`src/rtl/ag_tcu_order_merge_pkg.sv`:
```
// ag_tcu_order_merge_pkg
//   Shared constants and types for the AG tensor-core response-ordering stage.
//   PE indices, default order-FIFO depth, default result width, and the PE
//   select tag type carried through the order FIFO.
package ag_tcu_order_merge_pkg;

  localparam int AG_TCU_PE_FP       = 0;
  localparam int AG_TCU_PE_INT      = 1;
  localparam int AG_TCU_PE_COUNT    = 2;
  localparam int AG_TCU_ORDER_DEPTH = 8;
  localparam int AG_TCU_DATA_WIDTH  = 512;

  typedef logic [$clog2(AG_TCU_PE_COUNT)-1:0] ag_tcu_pe_sel_t;

  // Tag width for n PEs; never collapses to zero bits.
  function automatic int sel_width(input int n);
    return (n > 1) ? $clog2(n) : 1;
  endfunction

endpackage

```
`src/rtl/ag_tcu_order_merge_if.sv`:
```
// ag_tcu_order_merge_if
//   Handshake bundle around one issue block's FP/INT PE pair.
//   Request side : req_valid_in, req_pe_sel_in, req_ready_in (from PE switch),
//                  req_ready_out (to dispatch).
//   PE results   : rsp_valid_in[PE], rsp_data_in[PE*DW] (PE i at i*DW), rsp_ready_out[PE].
//   Merged output: rsp_valid_out, rsp_data_out, rsp_ready_in (from gather side).
//   Modport slave is the merge stage, master is the surrounding block.
interface ag_tcu_order_merge_if
  import ag_tcu_order_merge_pkg::*;
#(
  parameter int PE_COUNT   = AG_TCU_PE_COUNT,
  parameter int DATA_WIDTH = AG_TCU_DATA_WIDTH
);
  localparam int SEL_W = sel_width(PE_COUNT);

  logic                           req_valid_in;
  logic [SEL_W-1:0]               req_pe_sel_in;
  logic                           req_ready_in;
  logic                           req_ready_out;
  logic [PE_COUNT-1:0]            rsp_valid_in;
  logic [PE_COUNT*DATA_WIDTH-1:0] rsp_data_in;
  logic [PE_COUNT-1:0]            rsp_ready_out;
  logic                           rsp_valid_out;
  logic [DATA_WIDTH-1:0]          rsp_data_out;
  logic                           rsp_ready_in;

  modport slave (
    input  req_valid_in, req_pe_sel_in, req_ready_in,
    input  rsp_valid_in, rsp_data_in, rsp_ready_in,
    output req_ready_out, rsp_ready_out, rsp_valid_out, rsp_data_out
  );

  modport master (
    output req_valid_in, req_pe_sel_in, req_ready_in,
    output rsp_valid_in, rsp_data_in, rsp_ready_in,
    input  req_ready_out, rsp_ready_out, rsp_valid_out, rsp_data_out
  );

endinterface

```
`src/rtl/ag_tcu_order_merge_fifo.sv`:
```
// ag_tcu_order_fifo
//   Order FIFO of PE-select tags. One tag per request accepted into the PE
//   switch; the head tag names the PE whose result must commit next.
//   Ports: clk, reset (sync, active high), i_push/i_sel write side,
//          i_pop read side, o_head tag at rd_ptr, o_full, o_empty.
//   Caller guarantees no push while full and no pop while empty.
module ag_tcu_order_fifo
  import ag_tcu_order_merge_pkg::*;
#(
  parameter int DEPTH = AG_TCU_ORDER_DEPTH,
  parameter int SEL_W = 1
) (
  input  logic             clk,
  input  logic             reset,
  input  logic             i_push,
  input  logic [SEL_W-1:0] i_sel,
  input  logic             i_pop,
  output logic [SEL_W-1:0] o_head,
  output logic             o_full,
  output logic             o_empty
);
  localparam int PW = $clog2(DEPTH);
  localparam int CW = $clog2(DEPTH + 1);

  logic [SEL_W-1:0] r_mem [DEPTH];
  logic [PW-1:0]    r_wr_ptr, r_rd_ptr;
  logic [CW-1:0]    r_count;

  // Tag storage needs no reset: entries are only read below r_count.
  always_ff @(posedge clk) begin
    if (i_push) r_mem[r_wr_ptr] <= i_sel;
  end

  // Pointers are exactly log2(DEPTH) bits so they wrap without compare logic.
  always_ff @(posedge clk) begin
    if (reset) begin
      r_wr_ptr <= '0;
      r_rd_ptr <= '0;
      r_count  <= '0;
    end else begin
      if (i_push) r_wr_ptr <= r_wr_ptr + PW'(1);
      if (i_pop)  r_rd_ptr <= r_rd_ptr + PW'(1);
      case ({i_push, i_pop})
        2'b10:   r_count <= r_count + CW'(1);
        2'b01:   r_count <= r_count - CW'(1);
        default: r_count <= r_count;
      endcase
    end
  end

  assign o_head  = r_mem[r_rd_ptr];
  assign o_full  = (r_count == CW'(DEPTH));
  assign o_empty = (r_count == '0);

endmodule

```
`src/rtl/ag_tcu_order_merge.sv`:
```
// ag_tcu_order_merge
//   Response-ordering stage for one AG tensor-core issue block. Records the
//   PE select of every request entering the PE switch and merges the FP and
//   INT result streams back into strict issue order, so a fast INT op can
//   never overtake an older FP op of the same block.
//   Ports:
//     clk, reset  - clock, synchronous active-high reset
//     bus         - ag_tcu_order_merge_if.slave (request observe, per-PE
//                   results, merged output)
//     perf_full_stalls, perf_hol_stalls - only with VX_AG_TCU_ORDER_PERF_EN
//   Optional feature macro: VX_AG_TCU_ORDER_PERF_EN (saturating stall counters).
//   The integrator must AND ~full (i.e. use req_ready_out) into the switch
//   valid so a request is never issued to a PE without an order slot.
module ag_tcu_order_merge
  import ag_tcu_order_merge_pkg::*;
#(
  parameter int PE_COUNT   = AG_TCU_PE_COUNT,
  parameter int DATA_WIDTH = AG_TCU_DATA_WIDTH,
  parameter int DEPTH      = AG_TCU_ORDER_DEPTH
) (
  input  logic                  clk,
  input  logic                  reset,
  ag_tcu_order_merge_if.slave   bus
`ifdef VX_AG_TCU_ORDER_PERF_EN
  ,
  output logic [31:0]           perf_full_stalls,
  output logic [31:0]           perf_hol_stalls
`endif
);
  localparam int SEL_W = sel_width(PE_COUNT);

  logic                  w_full, w_empty;
  logic                  w_req_ready, w_push, w_pop, w_slot_free;
  logic [SEL_W-1:0]      w_head;
  logic [PE_COUNT-1:0]   w_head_hit, w_rsp_ready, w_stall;
  logic [DATA_WIDTH-1:0] w_head_data;
  logic                  r_rsp_valid;
  logic [DATA_WIDTH-1:0] r_rsp_data;

  // No bypass when full: a pop in the same cycle does not open a slot.
  assign w_req_ready = bus.req_ready_in & ~w_full;
  assign w_push      = bus.req_valid_in & w_req_ready;

  ag_tcu_order_fifo #(
    .DEPTH (DEPTH),
    .SEL_W (SEL_W)
  ) u_fifo (
    .clk     (clk),
    .reset   (reset),
    .i_push  (w_push),
    .i_sel   (bus.req_pe_sel_in),
    .i_pop   (w_pop),
    .o_head  (w_head),
    .o_full  (w_full),
    .o_empty (w_empty)
  );

  assign w_slot_free = ~r_rsp_valid | bus.rsp_ready_in;

  // Only the head PE may ever see ready; everyone else is held off.
  for (genvar i = 0; i < PE_COUNT; i++) begin : g_pe
    assign w_head_hit[i]  = ~w_empty & (w_head == SEL_W'(i));
    assign w_rsp_ready[i] = w_head_hit[i] & w_slot_free;
    assign w_stall[i]     = bus.rsp_valid_in[i] & ~w_head_hit[i];
  end

  assign w_pop = |(bus.rsp_valid_in & w_rsp_ready);

  always_comb begin
    w_head_data = '0;
    for (int i = 0; i < PE_COUNT; i++) begin
      if (w_head_hit[i]) w_head_data = bus.rsp_data_in[i*DATA_WIDTH +: DATA_WIDTH];
    end
  end

  // Single-entry output register; refilling while draining keeps 1 result/cycle.
  always_ff @(posedge clk) begin
    if (reset) begin
      r_rsp_valid <= 1'b0;
      r_rsp_data  <= '0;
    end else if (w_pop) begin
      r_rsp_valid <= 1'b1;
      r_rsp_data  <= w_head_data;
    end else if (bus.rsp_ready_in) begin
      r_rsp_valid <= 1'b0;
    end
  end

  assign bus.req_ready_out = w_req_ready;
  assign bus.rsp_ready_out = w_rsp_ready;
  assign bus.rsp_valid_out = r_rsp_valid;
  assign bus.rsp_data_out  = r_rsp_data;

`ifdef VX_AG_TCU_ORDER_PERF_EN
  logic [31:0] r_perf_full, r_perf_hol;

  always_ff @(posedge clk) begin
    if (reset) begin
      r_perf_full <= '0;
      r_perf_hol  <= '0;
    end else begin
      if (bus.req_valid_in & bus.req_ready_in & w_full & ~&r_perf_full)
        r_perf_full <= r_perf_full + 32'd1;
      if (|w_stall & ~&r_perf_hol)
        r_perf_hol <= r_perf_hol + 32'd1;
    end
  end

  assign perf_full_stalls = r_perf_full;
  assign perf_hol_stalls  = r_perf_hol;
`endif

`ifndef SYNTHESIS
  // A PE result parked behind a head that never completes means the block hangs.
  for (genvar i = 0; i < PE_COUNT; i++) begin : g_chk
    logic [31:0] r_wait;
    always_ff @(posedge clk) begin
      if (reset)           r_wait <= '0;
      else if (w_stall[i]) r_wait <= r_wait + 32'd1;
      else                 r_wait <= '0;
    end
    a_deadlock: assert property (@(posedge clk) disable iff (reset)
      r_wait <= 32'(DEPTH * 64));
  end

  a_push_full: assert property (@(posedge clk) disable iff (reset)
    !(w_push && w_full));
`endif

endmodule

```
`src/flat_wrapper.sv`:
```
// flat-port wrapper written by rule: the top's interface ports become plain ports
module ag_tcu_order_merge_flat import ag_tcu_order_merge_pkg::*;
#(
  parameter int PE_COUNT   = AG_TCU_PE_COUNT,
  parameter int DATA_WIDTH = AG_TCU_DATA_WIDTH,
  parameter int DEPTH      = AG_TCU_ORDER_DEPTH
)
  (clk, reset, bus_req_valid_in, bus_req_pe_sel_in, bus_req_ready_in, bus_rsp_valid_in, bus_rsp_data_in, bus_rsp_ready_in, bus_req_ready_out, bus_rsp_ready_out, bus_rsp_valid_out, bus_rsp_data_out);
  ag_tcu_order_merge_if #(.PE_COUNT(PE_COUNT), .DATA_WIDTH(DATA_WIDTH)) bus_i ();
  input  logic clk;
  input  logic reset;
  input wire logic [$bits(bus_i.req_valid_in)-1:0] bus_req_valid_in;
  input wire logic [$bits(bus_i.req_pe_sel_in)-1:0] bus_req_pe_sel_in;
  input wire logic [$bits(bus_i.req_ready_in)-1:0] bus_req_ready_in;
  input wire logic [$bits(bus_i.rsp_valid_in)-1:0] bus_rsp_valid_in;
  input wire logic [$bits(bus_i.rsp_data_in)-1:0] bus_rsp_data_in;
  input wire logic [$bits(bus_i.rsp_ready_in)-1:0] bus_rsp_ready_in;
  output wire logic [$bits(bus_i.req_ready_out)-1:0] bus_req_ready_out;
  output wire logic [$bits(bus_i.rsp_ready_out)-1:0] bus_rsp_ready_out;
  output wire logic [$bits(bus_i.rsp_valid_out)-1:0] bus_rsp_valid_out;
  output wire logic [$bits(bus_i.rsp_data_out)-1:0] bus_rsp_data_out;
  assign bus_i.req_valid_in = bus_req_valid_in;
  assign bus_i.req_pe_sel_in = bus_req_pe_sel_in;
  assign bus_i.req_ready_in = bus_req_ready_in;
  assign bus_i.rsp_valid_in = bus_rsp_valid_in;
  assign bus_i.rsp_data_in = bus_rsp_data_in;
  assign bus_i.rsp_ready_in = bus_rsp_ready_in;
  assign bus_req_ready_out = bus_i.req_ready_out;
  assign bus_rsp_ready_out = bus_i.rsp_ready_out;
  assign bus_rsp_valid_out = bus_i.rsp_valid_out;
  assign bus_rsp_data_out = bus_i.rsp_data_out;
  ag_tcu_order_merge #(.PE_COUNT(PE_COUNT), .DATA_WIDTH(DATA_WIDTH), .DEPTH(DEPTH)) u_core (.clk(clk), .reset(reset), .bus(bus_i));
endmodule
```
`config.mk`:
```
export PLATFORM = sky130hd
export DESIGN_NAME = ag_tcu_order_merge_flat
export DESIGN_NICKNAME = d
export VERILOG_FILES = /design/src/rtl/ag_tcu_order_merge_pkg.sv /design/src/rtl/ag_tcu_order_merge_if.sv /design/src/rtl/ag_tcu_order_merge_fifo.sv /design/src/rtl/ag_tcu_order_merge.sv /design/src/flat_wrapper.sv
export SDC_FILE = /design/constraint.sdc
export NUM_CORES = 1
export LEC_CHECK = 0
export CORE_AREA = 2 2 597 599
export DETAILED_ROUTE_END_ITERATION = 10
export DIE_AREA = 0 0 599 601
export SLEW_MARGIN = 20
export SYNTH_ARGS = -nofsm -noshare
export SYNTH_HDL_FRONTEND = slang
export SYNTH_HIERARCHICAL = 1
export SYNTH_SLANG_ARGS = --single-unit
export TNS_END_PERCENT = 100
```
`constraint.sdc`:
```
create_clock -name clk -period 9.95 [get_ports clk]
set_input_delay 0.995 -clock clk [delete_from_list [all_inputs] [get_ports clk]]
set_output_delay 0.995 -clock clk [all_outputs]
set_load 0.05 [all_outputs]
```
== Word-level counts from Yosys, hierarchy flattened ==
Memory sizes are Yosys's and may differ from the RTL's. A register that Yosys moved wholly into a read port is not among the register bits.
Index checks and enable logic that the tools add are counted.

* Register bits: 523
* RAM bits: 8
* Bits of input ports: 1,032
* Output and inout port bits: 516
* Memories: 1

* Add/sub/neg operators: 4
* Equal/unequal tests: 3
* Muxes and demuxes: 9
* Bitwise logic cells: 12
* Reduce and logical (&&, ||, !) cells: 4

{| class="wikitable"
|+ Memory list
! memory !! words !! width !! read ports !! clocked after memory_dff !! write ports !! RTL line !! text
|-
| u_core.u_fifo.r_mem || 8 || 1 || 1 || 1 || 1 || ag_tcu_order_merge_fifo.sv:25 || <nowiki>logic [SEL_W-1:0] r_mem [DEPTH];</nowiki>
|}

{| class="wikitable"
|+ Operators by type and width
! kind !! number
|-
| 512-bit 2-to-1 mux || 2
|-
| 4-bit case mux with 2 select lines || 1
|-
| 3-bit by 1-bit adder with 3-bit output (second input constant) || 2
|-
| 1-bit AND || 6
|-
| 3-bit 2-to-1 mux || 2
|-
| 4-bit by 1-bit adder with 4-bit output (second input constant) || 1
|-
| 4-bit == test (second input constant) || 1
|-
| 4-bit logical NOT || 1
|-
| 1-bit 2-to-1 mux || 4
|-
| 1-bit NOT || 4
|-
| 2-bit nonzero test || 2
|-
| 4-bit by 1-bit subtractor with 4-bit output (second input constant) || 1
|-
| 2-bit AND || 1
|-
| 2-bit by 1-bit == test with 1-bit output (second input constant) || 1
|-
| 2-bit == test (second input constant) || 1
|-
| 2-bit OR reduction || 1
|-
| 1-bit OR || 1
|}

== Longest topological paths before layout ==
* Word-level depth: 8
* Depth in mapped cells: 14

== By module ==
Netlist, hierarchy kept.

{| class="wikitable"
|+ By module, submodules not included
! module !! times used !! cells each !! area each (um2)
|-
| ag_tcu_order_merge || 1 || 2,798 || 27,591.5
|-
| ag_tcu_order_fifo || 1 || 82 || 954.7
|}

== Worst setup path before layout ==
Ideal clock, no wire load.

* Path type: register -> output
* Start: register with a tool-made name
* End: output port bus_rsp_ready_out[0]
* Data arrival time: 2.729 ns
* Path slack: 6.226 ns
* Stages on the path, launching flop included: 7
* Cells stage by stage: dfxtp_1 mux4_2 mux2_2 buf_2 buf_2 buf_2 nor3_1

{| class="wikitable"
|+ RTL lines
! element !! RTL line !! text
|-
| end: declaration || flat_wrapper.sv:19 || <nowiki>output wire logic [$bits(bus_i.rsp_ready_out)-1:0] bus_rsp_ready_out;</nowiki>
|}

==> run summary <==
hold slack -> 0.4725 ns
mux cell area share after synthesis -> 38.57%
initial antenna violation count -> 186
Sink Count -> 534
core area -> 354000 um2
Die Wd -> 599 um
Skew-Pair Late Insertion Delay -> 0.81 ns
row cnt -> 219
Die ar. -> 360000 um2
count leader, synth -> dfxtp_1
Max Cap Viol -> 0
Port Buffer Count -> 1547
Vias -> 27.48k
post-CTS sizing -> 0
Distinct cells, synth -> 33
HPWL after detailed placement -> 245400 um
first drt pass iteration count -> 5
CP Class -> register to register
mapped cell area -> 28550 um2
nets@finish -> 5349
Final Hold Fails -> 0
Yosys top cell area share -> 36.89%
global-route wire length before repair -> 343300 um
Slew HR -> 18.50%
Initial DRC Count -> 1614
leakage power -> 19.44 nW
Routed WL -> 281400 um
largest net degree at the start of global routing -> 170
worst vdd ir -> 0.2035 mV
PD cells -> 257.6 nW/um2
CTS tree -> yes
setup bufs post-CTS -> 0
Synth Flop Type -> dfxtp_1
Initial Util -> 8.063%
Synth area leaders -> dfxtp_1 37%, mux2_2 20%, mux2i_1 18%, nand2b_1 11%, nand2_1 6.8%
Synth top cells by count -> 526 x dfxtp_1, 517 x nand2_1, 516 x mux2i_1
Final setup viols -> 0
fin. max-slew vios -> 0
GP Congestion -> 1.013
Inserted Clock Buffers -> 83
#FFs+latches synth -> 534
CTS Buffer Depth -> 4
Post-DP Area -> 48890 um2
Synthesized Nets -> 3917
status -> finished clean
FF-to-FF setup slack -> 4.96 ns
fin util -> 14.61%
H-tree depth -> 3
multi-input logic area -> 16540 um2
Int Pwr -> 0.007050 W
Max Freq -> 0.2004 GHz
power share of the sequential group -> 21.4%
syn_area_per_cell -> 9.912 um2
crit path launch type -> register
post-synthesis cell count -> 2880
reg2reg end -> u_core/bus.rsp_data_out[286]$_SDFFE_PP0P_
Antenna Nets Post-Route -> 0
FF+latch area -> 10770 um2
Arr. time, crit path -> 5.69 ns
largest area contributor in the netlist -> dfxtp_1
Hold Startpoint -> u_core/bus.rsp_data_out[211]$_SDFFE_PP0P_
GRT Util Overall -> 15.09%
simple-gate share of the synthesized area -> 18.64%
dpl ws -> 4.527 ns
combinational fraction of design power -> 55.0%
root buffer cell -> clkbuf_16
drt drc -> 0
synthesized-area fraction occupied by adder cells -> 0.2192%
switch share -> 47.08%
hold depth -> 2
Seq/Total Area, Yosys -> 37.73%
die span in y -> 601 um
Hold Crit Class -> register to register
Yosys Warn Count -> 6
final worst path period share -> 50.14%
layout cell share with drive strength beyond 1 -> 16.89%
main combinational cell family by area after synthesis -> multiplexers
final setup TNS -> 0 ns
Via density -> 3.004
Area Growth Syn to Fin -> 81.13%
Req. time, crit path -> 10.65 ns
vias in the first global route -> 27.54k
CP Max Fanout -> 52
setup ws final -> 4.961 ns
RSZ-0062 raised after global routing -> false
worst r2r path cells -> 8
CTS clk-pin slew, worst paths -> 0.06 ns
power share of the clock group -> 23.6%
Worst Max-Slew Pin Slew -> 1.219 ns
GRT Residual Overflow -> 0
Post-synth ARST share -> 0%
clk_skew -> 0.07166 ns
Min Clock Period, post-route -> 4.989 ns
Design Area, Final -> 51710 um2
complex-gate fraction of the synthesized area -> 0.1753%
switching power -> 0.006271 W
crit end category -> register
number of synthesized flops with an enable pin -> 8
Hold Crit Endpoint -> u_core/bus.rsp_data_out[211]$_SDFFE_PP0P_
fillers -> 40.24k
Ports -> 1548
Post-Synth XOR/XNOR Area -> 0.2148%
WL/cell -> 30.76 um
post-cts hold buffer count -> 0
## registers in the layout, summed over array words and instances (netlist names), named ones only
register / cells
u_core/u_fifo/r_wr_ptr: 3
u_core/u_fifo/r_count: 4
u_core/bus.rsp_valid_out: 1
u_core/u_fifo/r_mem: 8
u_core/u_fifo/r_rd_ptr: 3
u_core/bus.rsp_data_out: 512
## worst max-delay path, cell delays in order (launching register included)
cell	delay (ns)
dfxtp_1	0.38
mux4_2	0.52
mux2_8	0.43
mux2i_1	0.64
or3_4	0.37
buf_4	0.54
buf_4	0.65
buf_4	0.84
mux2i_1	0.27
## area by class of cell
type / count / area share [%]
flip-flops and latches: 534 / 20.83
repair buffers: 1577 / 30.19
well taps: 4751 / 11.50
clock inverters: 28 / 0.8227
multi-input cells: 2114 / 31.98
inverters: 2 / 0.01452
clock buffers: 114 / 4.532
diodes: 26 / 0.1258
## how the worst max path moves through the flow
stage / from / endpoint / cells after the start
2_1_floorplan: register / bus_rsp_ready_out[0] / 6
3_3_place_gp: bus_rsp_valid_in[1] / u_core/bus.rsp_data_out[392]$_SDFFE_PP0P_ / 7
3_5_place_dp: bus_rsp_valid_in[1] / u_core/bus.rsp_data_out[365]$_SDFFE_PP0P_ / 7
4_1_cts: register / u_core/bus.rsp_data_out[10]$_SDFFE_PP0P_ / 8
5_1_grt: register / u_core/bus.rsp_data_out[5]$_SDFFE_PP0P_ / 8
6_report: register / u_core/bus.rsp_data_out[286]$_SDFFE_PP0P_ / 8
## cells in the final DEF (no fill, tap or decap), drive strengths merged
cell           count
nand2b           515
o41ai              1
nand2            517
buf               88
a21oi              2
o21ai              1
nor2              17
mux2i            516
clkinvlp           2
mux4               2
xnor2              2
a41oi              1
or3                2
nor3               4
bufinv             9
nor2b              2
nor4               1
and2               1
xor2               5
and2b              1
clkbuf           115
diode             26
o21ba              1
edfxtp             8
nor3b              1
clkdlybuf4s50   1488
ha                 5
dfxtp            526
inv                7
nor4b              2
mux2             515
clkinv            12
## power by group through the flow
stage | Sequential, W | Combinational [W] | Clock [W]
final | 0.00286 | 0.00733 | 0.00314
after global routing | 0.00291 | 0.00771 | 0.00334
after CTS | 0.00286 | 0.00754 | 0.00329
after detailed placement | 0.00290 | 0.00751 | 0
after global placement | 0.00289 | 0.00754 | 0
after floorplan | 0.00430 | 0.00300 | 0
## metrics by stage
stage / power (W) / std cells
2_1_floorplan: 0.007299 / 2880
3_3_place_gp: 0.01043 / 8978
3_5_place_dp: 0.01040 / 8978
4_1_cts: 0.01370 / 9120
5_1_grt: 0.01397 / 9130
6_report: 0.01332 / 9146
## cell families after synthesis
logic type               after synthesis
flip-flops                           534
AO/OA/AOI/OAI                          6
adder cells (fa/ha/maj)                5
multiplexers                        1033
XOR/XNOR                               7
AND/OR/NAND/NOR                     1063
buffers and inverters                232
## metal layers
metal	GRT usage, %	vias to the layer above	part of all wire [%]
met5	0	-	0.22
met4	3.978	96	3.3
met3	8.209	470	13
met2	25.78	1317	48
met1	15.97	13060	36
li1	-	12540	-
Note: power is estimated with default switching activity, not from simulation.
